<file path="src/rtl/imem_loader.sv">
// Boot loader: length header + little-endian payload into instruction memory, CPU held in reset until loaded.
// Optional trailing XOR checksum byte enabled by defining IMEM_LOADER_CHECKSUM_EN.
`timescale 1ns/1ps
module imem_loader #(
    parameter int unsigned ARCH            = 32,
    parameter int unsigned IMEM_ADDR_WIDTH = 12
) (
    input  logic                       clk,
    input  logic                       rst,
    input  logic                       byte_valid_in,
    input  logic [7:0]                 byte_data_in,
    output logic                       byte_ready_out,
    input  logic                       restart_in,
    output logic                       imem_we_out,
    output logic [IMEM_ADDR_WIDTH-1:0] imem_addr_out,
    output logic [ARCH-1:0]            imem_data_out,
    output logic                       cpu_rst_n_out,
    output logic                       busy_out,
    output logic                       done_out,
    output logic                       error_out
);
    localparam int unsigned MAX_WORDS = 2 ** (IMEM_ADDR_WIDTH - 2);
    localparam int unsigned LEN_W     = 16;
    localparam int unsigned WIDX_W    = IMEM_ADDR_WIDTH - 2;

    typedef enum logic [2:0] {
        S_LEN_LO,
        S_LEN_HI,
        S_DATA,
`ifdef IMEM_LOADER_CHECKSUM_EN
        S_CSUM,
`endif
        S_DONE,
        S_ERROR
    } state_e;

    state_e                     state_q, state_d;
    logic [LEN_W-1:0]           len_q, len_d;
    logic [LEN_W-1:0]           word_idx_q, word_idx_d;
    logic [1:0]                 byte_idx_q, byte_idx_d;
    logic [23:0]                word_q, word_d;
    logic                       we_q, we_d;
    logic [IMEM_ADDR_WIDTH-1:0] addr_q, addr_d;
    logic [ARCH-1:0]            data_q, data_d;
    logic                       ready_q, ready_d;
    logic                       busy_q, busy_d;
    logic                       done_q, done_d;
    logic                       err_q, err_d;
    logic                       cpu_rst_n_q, cpu_rst_n_d;
`ifdef IMEM_LOADER_CHECKSUM_EN
    logic [7:0]                 xor_q, xor_d;
`endif

    logic             accept_c;
    logic [LEN_W-1:0] hdr_len_c;

    assign accept_c  = byte_valid_in && ready_q;
    assign hdr_len_c = {byte_data_in, len_q[7:0]};

    // Next-state, datapath and registered-output decode
    always_comb begin
        state_d    = state_q;
        len_d      = len_q;
        word_idx_d = word_idx_q;
        byte_idx_d = byte_idx_q;
        word_d     = word_q;
        we_d       = 1'b0;
        addr_d     = addr_q;
        data_d     = data_q;
`ifdef IMEM_LOADER_CHECKSUM_EN
        xor_d      = xor_q;
`endif

        case (state_q)
            S_LEN_LO: begin
                if (accept_c) begin
                    len_d   = {8'h00, byte_data_in};
                    state_d = S_LEN_HI;
                end
            end
            S_LEN_HI: begin
                if (accept_c) begin
                    len_d = hdr_len_c;
                    if (hdr_len_c > LEN_W'(MAX_WORDS)) begin
                        state_d = S_ERROR;
                    end else if (hdr_len_c == '0) begin
`ifdef IMEM_LOADER_CHECKSUM_EN
                        state_d = S_CSUM;
`else
                        state_d = S_DONE;
`endif
                    end else begin
                        state_d = S_DATA;
                    end
                end
            end
            S_DATA: begin
                // Reached only after the final write pulse; trailing bytes are dropped
                if (word_idx_q == len_q) begin
                    state_d = S_DONE;
                end else if (accept_c) begin
`ifdef IMEM_LOADER_CHECKSUM_EN
                    xor_d = xor_q ^ byte_data_in;
`endif
                    byte_idx_d = byte_idx_q + 2'd1;
                    case (byte_idx_q)
                        2'd0: word_d[7:0]   = byte_data_in;
                        2'd1: word_d[15:8]  = byte_data_in;
                        2'd2: word_d[23:16] = byte_data_in;
                        default: begin
                            we_d       = 1'b1;
                            addr_d     = {word_idx_q[WIDX_W-1:0], 2'b00};
                            data_d     = ARCH'({byte_data_in, word_q});
                            word_idx_d = word_idx_q + 16'd1;
`ifdef IMEM_LOADER_CHECKSUM_EN
                            if (word_idx_q + 16'd1 == len_q) begin
                                state_d = S_CSUM;
                            end
`endif
                        end
                    endcase
                end
            end
`ifdef IMEM_LOADER_CHECKSUM_EN
            S_CSUM: begin
                if (accept_c) begin
                    state_d = (byte_data_in == xor_d) ? S_DONE : S_ERROR;
                end
            end
`endif
            S_DONE, S_ERROR: begin
                if (restart_in) begin
                    state_d    = S_LEN_LO;
                    len_d      = '0;
                    word_idx_d = '0;
                    byte_idx_d = '0;
                    word_d     = '0;
`ifdef IMEM_LOADER_CHECKSUM_EN
                    xor_d      = '0;
`endif
                end
            end
            default: state_d = S_LEN_LO;
        endcase

        busy_d      = (state_d != S_DONE) && (state_d != S_ERROR);
        ready_d     = busy_d;
        done_d      = (state_d == S_DONE);
        err_d       = (state_d == S_ERROR);
        cpu_rst_n_d = (state_d == S_DONE);
    end

    always_ff @(posedge clk) begin
        if (rst) begin
            state_q     <= S_LEN_LO;
            len_q       <= '0;
            word_idx_q  <= '0;
            byte_idx_q  <= '0;
            word_q      <= '0;
            we_q        <= 1'b0;
            addr_q      <= '0;
            data_q      <= '0;
            ready_q     <= 1'b1;
            busy_q      <= 1'b1;
            done_q      <= 1'b0;
            err_q       <= 1'b0;
            cpu_rst_n_q <= 1'b0;
`ifdef IMEM_LOADER_CHECKSUM_EN
            xor_q       <= '0;
`endif
        end else begin
            state_q     <= state_d;
            len_q       <= len_d;
            word_idx_q  <= word_idx_d;
            byte_idx_q  <= byte_idx_d;
            word_q      <= word_d;
            we_q        <= we_d;
            addr_q      <= addr_d;
            data_q      <= data_d;
            ready_q     <= ready_d;
            busy_q      <= busy_d;
            done_q      <= done_d;
            err_q       <= err_d;
            cpu_rst_n_q <= cpu_rst_n_d;
`ifdef IMEM_LOADER_CHECKSUM_EN
            xor_q       <= xor_d;
`endif
        end
    end

    assign byte_ready_out = ready_q;
    assign imem_we_out    = we_q;
    assign imem_addr_out  = addr_q;
    assign imem_data_out  = data_q;
    assign cpu_rst_n_out  = cpu_rst_n_q;
    assign busy_out       = busy_q;
    assign done_out       = done_q;
    assign error_out      = err_q;

endmodule
</file>
<file path="config.mk">
export PLATFORM = sky130hd
export DESIGN_NAME = imem_loader
export DESIGN_NICKNAME = d
export VERILOG_FILES = /design/src/rtl/imem_loader.sv
export SDC_FILE = /design/constraint.sdc
export NUM_CORES = 1
export LEC_CHECK = 0
export BUFFER_PORTS_ARGS = -buffer_cell sky130_fd_sc_hd__buf_2
export CAP_MARGIN = 20
export CORE_AREA = 2 2 93 95
export DETAILED_ROUTE_END_ITERATION = 12
export DIE_AREA = 0 0 95 97
export GPL_ROUTABILITY_DRIVEN = 0
export GPL_TIMING_DRIVEN = 0
export PLACE_DENSITY_LB_ADDON = 0.15
export SLEW_MARGIN = 40
export SYNTH_ARGS = -nofsm -noshare
export SYNTH_HDL_FRONTEND = slang
export SYNTH_SLANG_ARGS = --single-unit
</file>
<file path="constraint.sdc">
create_clock -name clk -period 2.1 [get_ports clk]
set_input_delay 0.21 -clock clk [delete_from_list [all_inputs] [get_ports clk]]
set_output_delay 0.21 -clock clk [all_outputs]
set_load 0.01 [all_outputs]
</file>
# After elaboration in Yosys (flattened, before gate mapping)
# Cells that the tools add are included.
[classes] n_mux=27 div_mod_pow=0 eq_ne=20 n_bitwise=5 reduce_logical=19 shifts=0 mul=0 addsub=2 magnitude_cmp=1
[op_table] op="$mux W16" n=6
[op_table] op="$mux W24" n=3
[op_table] op="$pmux W16 S3" n=1
[op_table] op="$pmux W24 S2" n=1
[op_table] op="$pmux W16 S2" n=1
[op_table] op="$mux W8" n=3
[op_table] op="$reduce_and A5 Y1" n=4
[op_table] op="$add A16 B1 Y16 const B" n=1
[op_table] op="$eq A16 B16 Y1" n=1
[op_table] op="$gt A16 B11 Y1 const B" n=1
[op_table] op="$logic_not A16 Y1" n=1
[op_table] op="$reduce_and A4 Y1" n=4
[op_table] op="$mux W3" n=5
[op_table] op="$ne A2 B2 Y1 const B" n=7
[op_table] op="$pmux W3 S4" n=1
[op_table] op="$eq A3 B2 Y1 const B" n=3
[op_table] op="$eq A3 B3 Y1 const B" n=2
[op_table] op="$mux W2" n=3
[op_table] op="$not A1 Y1" n=5
[op_table] op="$ne A2 B1 Y1 const B" n=2
[op_table] op="$pmux W2 S2" n=1
[op_table] op="$reduce_bool A2 Y1" n=2
[op_table] op="$reduce_or A4 Y1" n=1
[op_table] op="$eq A3 B1 Y1 const B" n=1
[op_table] op="other kinds (12)" n=14
[totals] inputBits=12 rom_bits=0 register_bits=107 n_memories=0 latchBits=0 out_inout_bits=50 elab_cells=88 ramBits=0

# Longest topological paths before layout
[depth] word_depth=7 ltp_mapped=9 mapped_depth_nobuf=6

# Least setup slack after synthesis
# No wires, ideal clock.
[synth_path] path_kind="register to register" startpoint="register word_idx_q[2]" endpoint="register addr_q[10] (netlist: imem_addr_out[10])" t_arrival_ns=1.821 setup_ns=0.128 period_less_slack_ns=1.948 path_slack_ns=0.152 required_time_ns=1.972 path_buffers=3 stages_incl_launch_ff=10 path_cell_list="dfxtp_1 -> buf_6 -> xnor2_2 -> nand4_2 -> nor4_4 -> nand4b_1 -> buf_6 -> buf_12 -> mux2i_1 -> nor2_1"
[synth_via] elab_chain_cells=3
[synth_lines] item="start: declaration" line="39" source="logic [LEN_W-1:0] word_idx_q, word_idx_d;"
[synth_lines] item="start signal: assignment" line="174" source="word_idx_q <= word_idx_d;"
[synth_lines] item="$eq A16 B16 Y1" line="99" source="if (word_idx_q == len_q) begin"
[synth_lines] item="$not A1 Y1 (no line)"
[synth_lines] item="$reduce_and A4 Y1 (no line)"
[synth_lines] item="end signal: assignment" line="178" source="addr_q <= addr_d;"
[synth_lines] item="end: declaration" line="43" source="logic [IMEM_ADDR_WIDTH-1:0] addr_q, addr_d;"
# Every way passes these cells.
# A chain may end at the register's enable or synchronous reset.

# Final worst setup path
[layout_path] startpoint="register len_q[6]" endpoint="register data_q[11] (netlist: imem_data_out[11])"
[layout_via] elab_chain_cells=3
[layout_lines] item="start: declaration" line="38" source="logic [LEN_W-1:0] len_q, len_d;"
[layout_lines] item="start signal: assignment" line="173" source="len_q <= len_d;"
[layout_lines] item="$eq A16 B16 Y1" line="99"
[layout_lines] item="$not A1 Y1 (no line)"
[layout_lines] item="$reduce_and A4 Y1 (no line)"
[layout_lines] item="end signal: assignment" line="179" source="data_q <= data_d;"
[layout_lines] item="end: declaration" line="44" source="logic [ARCH-1:0] data_q, data_d;"
# Every way passes these cells.

==> summary.log <==
INFO  timing         fin_tns_setup=0ns
INFO  die            rows=33
INFO  power          p_leak=2.603nW
INFO  timing         period_share=0.9756
INFO  outcome        status=finished clean
INFO  layout         most-common-layout-cells=sky130_fd_sc_hd__dfxtp_1, sky130_fd_sc_hd__nor2_1, sky130_fd_sc_hd__nand2_1
INFO  route          vias=3730
INFO  logic_synthesis post_synth_num_cell_types=51
INFO  logic_synthesis syn-mean-instance-area=9.219um2
INFO  layout         drive_gt1_frac=0.2358
INFO  die            dieHeight=97um
INFO  timing         rsz0062_at_grt=true
INFO  die            die-width=95um
INFO  global_routing groute.usage.overall=0.2429
INFO  layout         num-nets-final=594
INFO  place          dpl_cell_area=5035um2
INFO  clock_network  cts_buffer_depth=2
INFO  setup_path     reg2regPathDepth=9
INFO  timing         max_freq=0.4881GHz
INFO  clock_network  tritoncts_clock_tree=built
INFO  route          final_wirelength=11010um
INFO  timing         finalHoldViolations=0
INFO  die            start_util=0.5667
INFO  job            drv_cap=0
INFO  clock_network  clk_pin_slew=0.10ns
INFO  route          avgRoutedWirePerCell=16.05um
INFO  layout         n_fill_cell=688
INFO  layout         layout.cell_area.non_filler=5444um2
INFO  route          drt_first_pass_iters=4
INFO  logic_synthesis yosys_warnings=0
INFO  clock_network  clock_sink_count=107
INFO  route          drcViolationCount=0
INFO  setup_path     setup.worst_path.class=flop to flop
INFO  worst_hold_path holdCritStartpoint=byte_data_in[5]
INFO  place          port_buffers=58
INFO  place          numPlacedInstances=664
INFO  layout         multi_input_comb_area=2296um2
INFO  layout         fin_cells=686
INFO  logic_synthesis synth_top_cell_by_area=sky130_fd_sc_hd__dfxtp_1
INFO  setup_path     worstSetupEndpointType=flop
INFO  timing         final.min_clock_period=2.049ns
INFO  global_routing grt_overflow_total=0
INFO  timing         slew-limit-headroom=0.5812
INFO  worst_hold_path hold_depth=3
INFO  logic_synthesis ys_top_cells_by_area=sky130_fd_sc_hd__dfxtp_1, sky130_fd_sc_hd__mux2i_1, sky130_fd_sc_hd__nand2_1, sky130_fd_sc_hd__nor2_1, sky130_fd_sc_hd__a21oi_1
INFO  layout         finished_core_util=0.6693
INFO  die            boundary_pins=62
INFO  layout         final-seq-area=2161um2
INFO  route          vias_per_cell=5.437
INFO  logic_synthesis synthesis.area=4609um2
INFO  clock_network  worst_skew_pair.late_latency=0.37ns
INFO  global_routing grt_max_degree=18
INFO  timing         clock-skew-final=0.01216ns
INFO  route          route.antenna.remaining_nets=0
INFO  power          ir_drop=0.3759mV
INFO  clock_network  cts-buffers-inserted=9
INFO  clock_network  root_buffer=sky130_fd_sc_hd__clkbuf_8
INFO  global_routing grt_first_pass_wirelength=17580um
INFO  logic_synthesis cell_count_after_synthesis=500
INFO  setup_path     crit_fanout=9
INFO  setup_path     worst_ep_arrival_time=2.30ns
INFO  logic_synthesis synth.yosys.seq_area_share=0.4647
INFO  setup_path     timing.reg2reg.setup_slack=0.05ns
INFO  worst_hold_path worst_hold_path_type=input port to flop
INFO  timing         slew_viol_final=0
INFO  logic_synthesis synth_top_cell_area_share=0.4647
INFO  layout         diode_count=0
INFO  power          totalPowerFinal=0.003620W
INFO  logic_synthesis ys_ff_latch=107
INFO  die            dieArea=9215um2
INFO  worst_hold_path timing.hold.worst_endpoint=len_q[5]
INFO  setup_path     worst_r2r_endpoint=imem_data_out[11]
INFO  layout         layout_commonest_cell=sky130_fd_sc_hd__dfxtp_1
INFO  clock_network  h-tree-depth=3
INFO  timing         worst_pin_slew=0.6282ns
INFO  place          dpl.hpwl=7803um
INFO  global_routing grt_pass1_vias=3671
INFO  global_routing antenna_found_initial=0
INFO  layout         areaGrowthSynthToFinish=18.11%
INFO  timing         setup_viol=0
INFO  die            fp.coreArea=8134um2
INFO  setup_path     critical_path.reg2reg.startpoint=len_q[6]
INFO  setup_path     cp.required=2.35ns
INFO  power          power-per-cell-area=664.9nW/um2
INFO  route          initialDrtViolationCount=221
INFO  setup_path     cp-start-kind=flop
## metrics by stage
stage / setup WS, ns / hold WS, ns
floorplan: 0.1517 / 0.3539
global placement: -0.1015 / 0.4477
detailed placement: -0.1547 / 0.4567
CTS: 0.008704 / 0.1192
global route: -0.07705 / 0.1216
finish: 0.05131 / 0.1243
## flip-flops by register name, indices dropped and copies added (netlist names), 2 cells and up
name and flops:
byte_idx_q 2, imem_addr_out 10, imem_data_out 32, len_q 16, state_q 3, word_idx_q 16, word_q 24
## cell usage after synthesis, drive strengths merged
cell     instances
nand4            7
and3             4
o31a             2
or2              1
nor4             3
a221oi           2
or2b             1
a21oi           32
a32o             1
a21o             2
nand2           75
buf             13
nand3           15
o31ai            3
o22a             1
a22o             1
conb             1
o211ai           1
or4              3
a32oi            2
nand2b           4
ha               5
nand4b           1
and4             2
or3             10
mux2i           67
o32a             1
o2bb2ai          1
xnor2           17
and2             3
inv              6
o22ai            3
nor2b            1
o21ai           13
nor2            73
and2b            1
nor3             2
dfxtp          107
clkbuf          13
## repair_timing
item,in CTS,in global routing
setup buffers,3,1
endpoints found under the setup margin,66,79
cloned,0,4
resized for setup,7,30
endpoints found under the hold margin,0,0
pin swaps,1,6
hold buffers,0,0
## critical path: stages, from the launching register on
cell and delay [ns]:
sky130_fd_sc_hd__dfxtp_1 0.43, sky130_fd_sc_hd__xnor2_2 0.14, sky130_fd_sc_hd__nand4_2 0.13, sky130_fd_sc_hd__nor4_4 0.28, sky130_fd_sc_hd__buf_4 0.18, sky130_fd_sc_hd__nand4b_1 0.16
sky130_fd_sc_hd__buf_12 0.19, sky130_fd_sc_hd__clkbuf_16 0.16, sky130_fd_sc_hd__mux2i_1 0.19, sky130_fd_sc_hd__nor2_1 0.05
## per-layer routing
metal  share of wire  GRT usage  wire, um
met1            0.44     0.3012      4852
met2            0.49     0.4064      5357
met3           0.039    0.04050       432
met4           0.033     0.1126       368
met5               0          0         0
## kinds of logic after synthesis
group                    count (synthesis)  synth area share
multiplexers                            67            0.1455
flip-flops                             107            0.4647
adder cells (fa/ha/maj)                  5           0.01357
other                                    1         0.0008136
AND/OR/NAND/NOR                        206            0.2049
buffers and inverters                   32           0.05103
AO/OA/AOI/OAI                           65           0.08551
XOR/XNOR                                17           0.03393
## worst max path at each step
stage	from	endpoint	slack, ns	cells past startpoint
final	len_q[6]	imem_data_out[11]	0.05	9
after global routing	word_idx_q[2]	imem_addr_out[5]	-0.08	10
after CTS	word_idx_q[0]	imem_data_out[4]	0.009	9
after detailed placement	state_q[0]	word_q[7]	-0.15	6
after global placement	word_idx_q[6]	imem_data_out[3]	-0.10	8
after floorplan	word_idx_q[2]	imem_addr_out[10]	0.15	9
## power breakdown
| group | total (W) | internal, W | switching [W] |
|---|---|---|---|
| clock | 0.00121 | 0.000501 | 0.000711 |
| sequential | 0.00208 | 0.00205 | 0.0000272 |
| combinational | 0.000329 | 0.000124 | 0.000206 |
## layout make-up
cell class              count  area share
repair buffers             66     0.07722
well taps                 105     0.02413
flip-flops and latches    107      0.3969
inverters                   6    0.004137
clock buffers              11     0.02781
clock inverters             4    0.006435
plain buffers              25     0.04160
multi-input cells         362      0.4217
No activity file was read; power rests on OpenSTA's default activity.
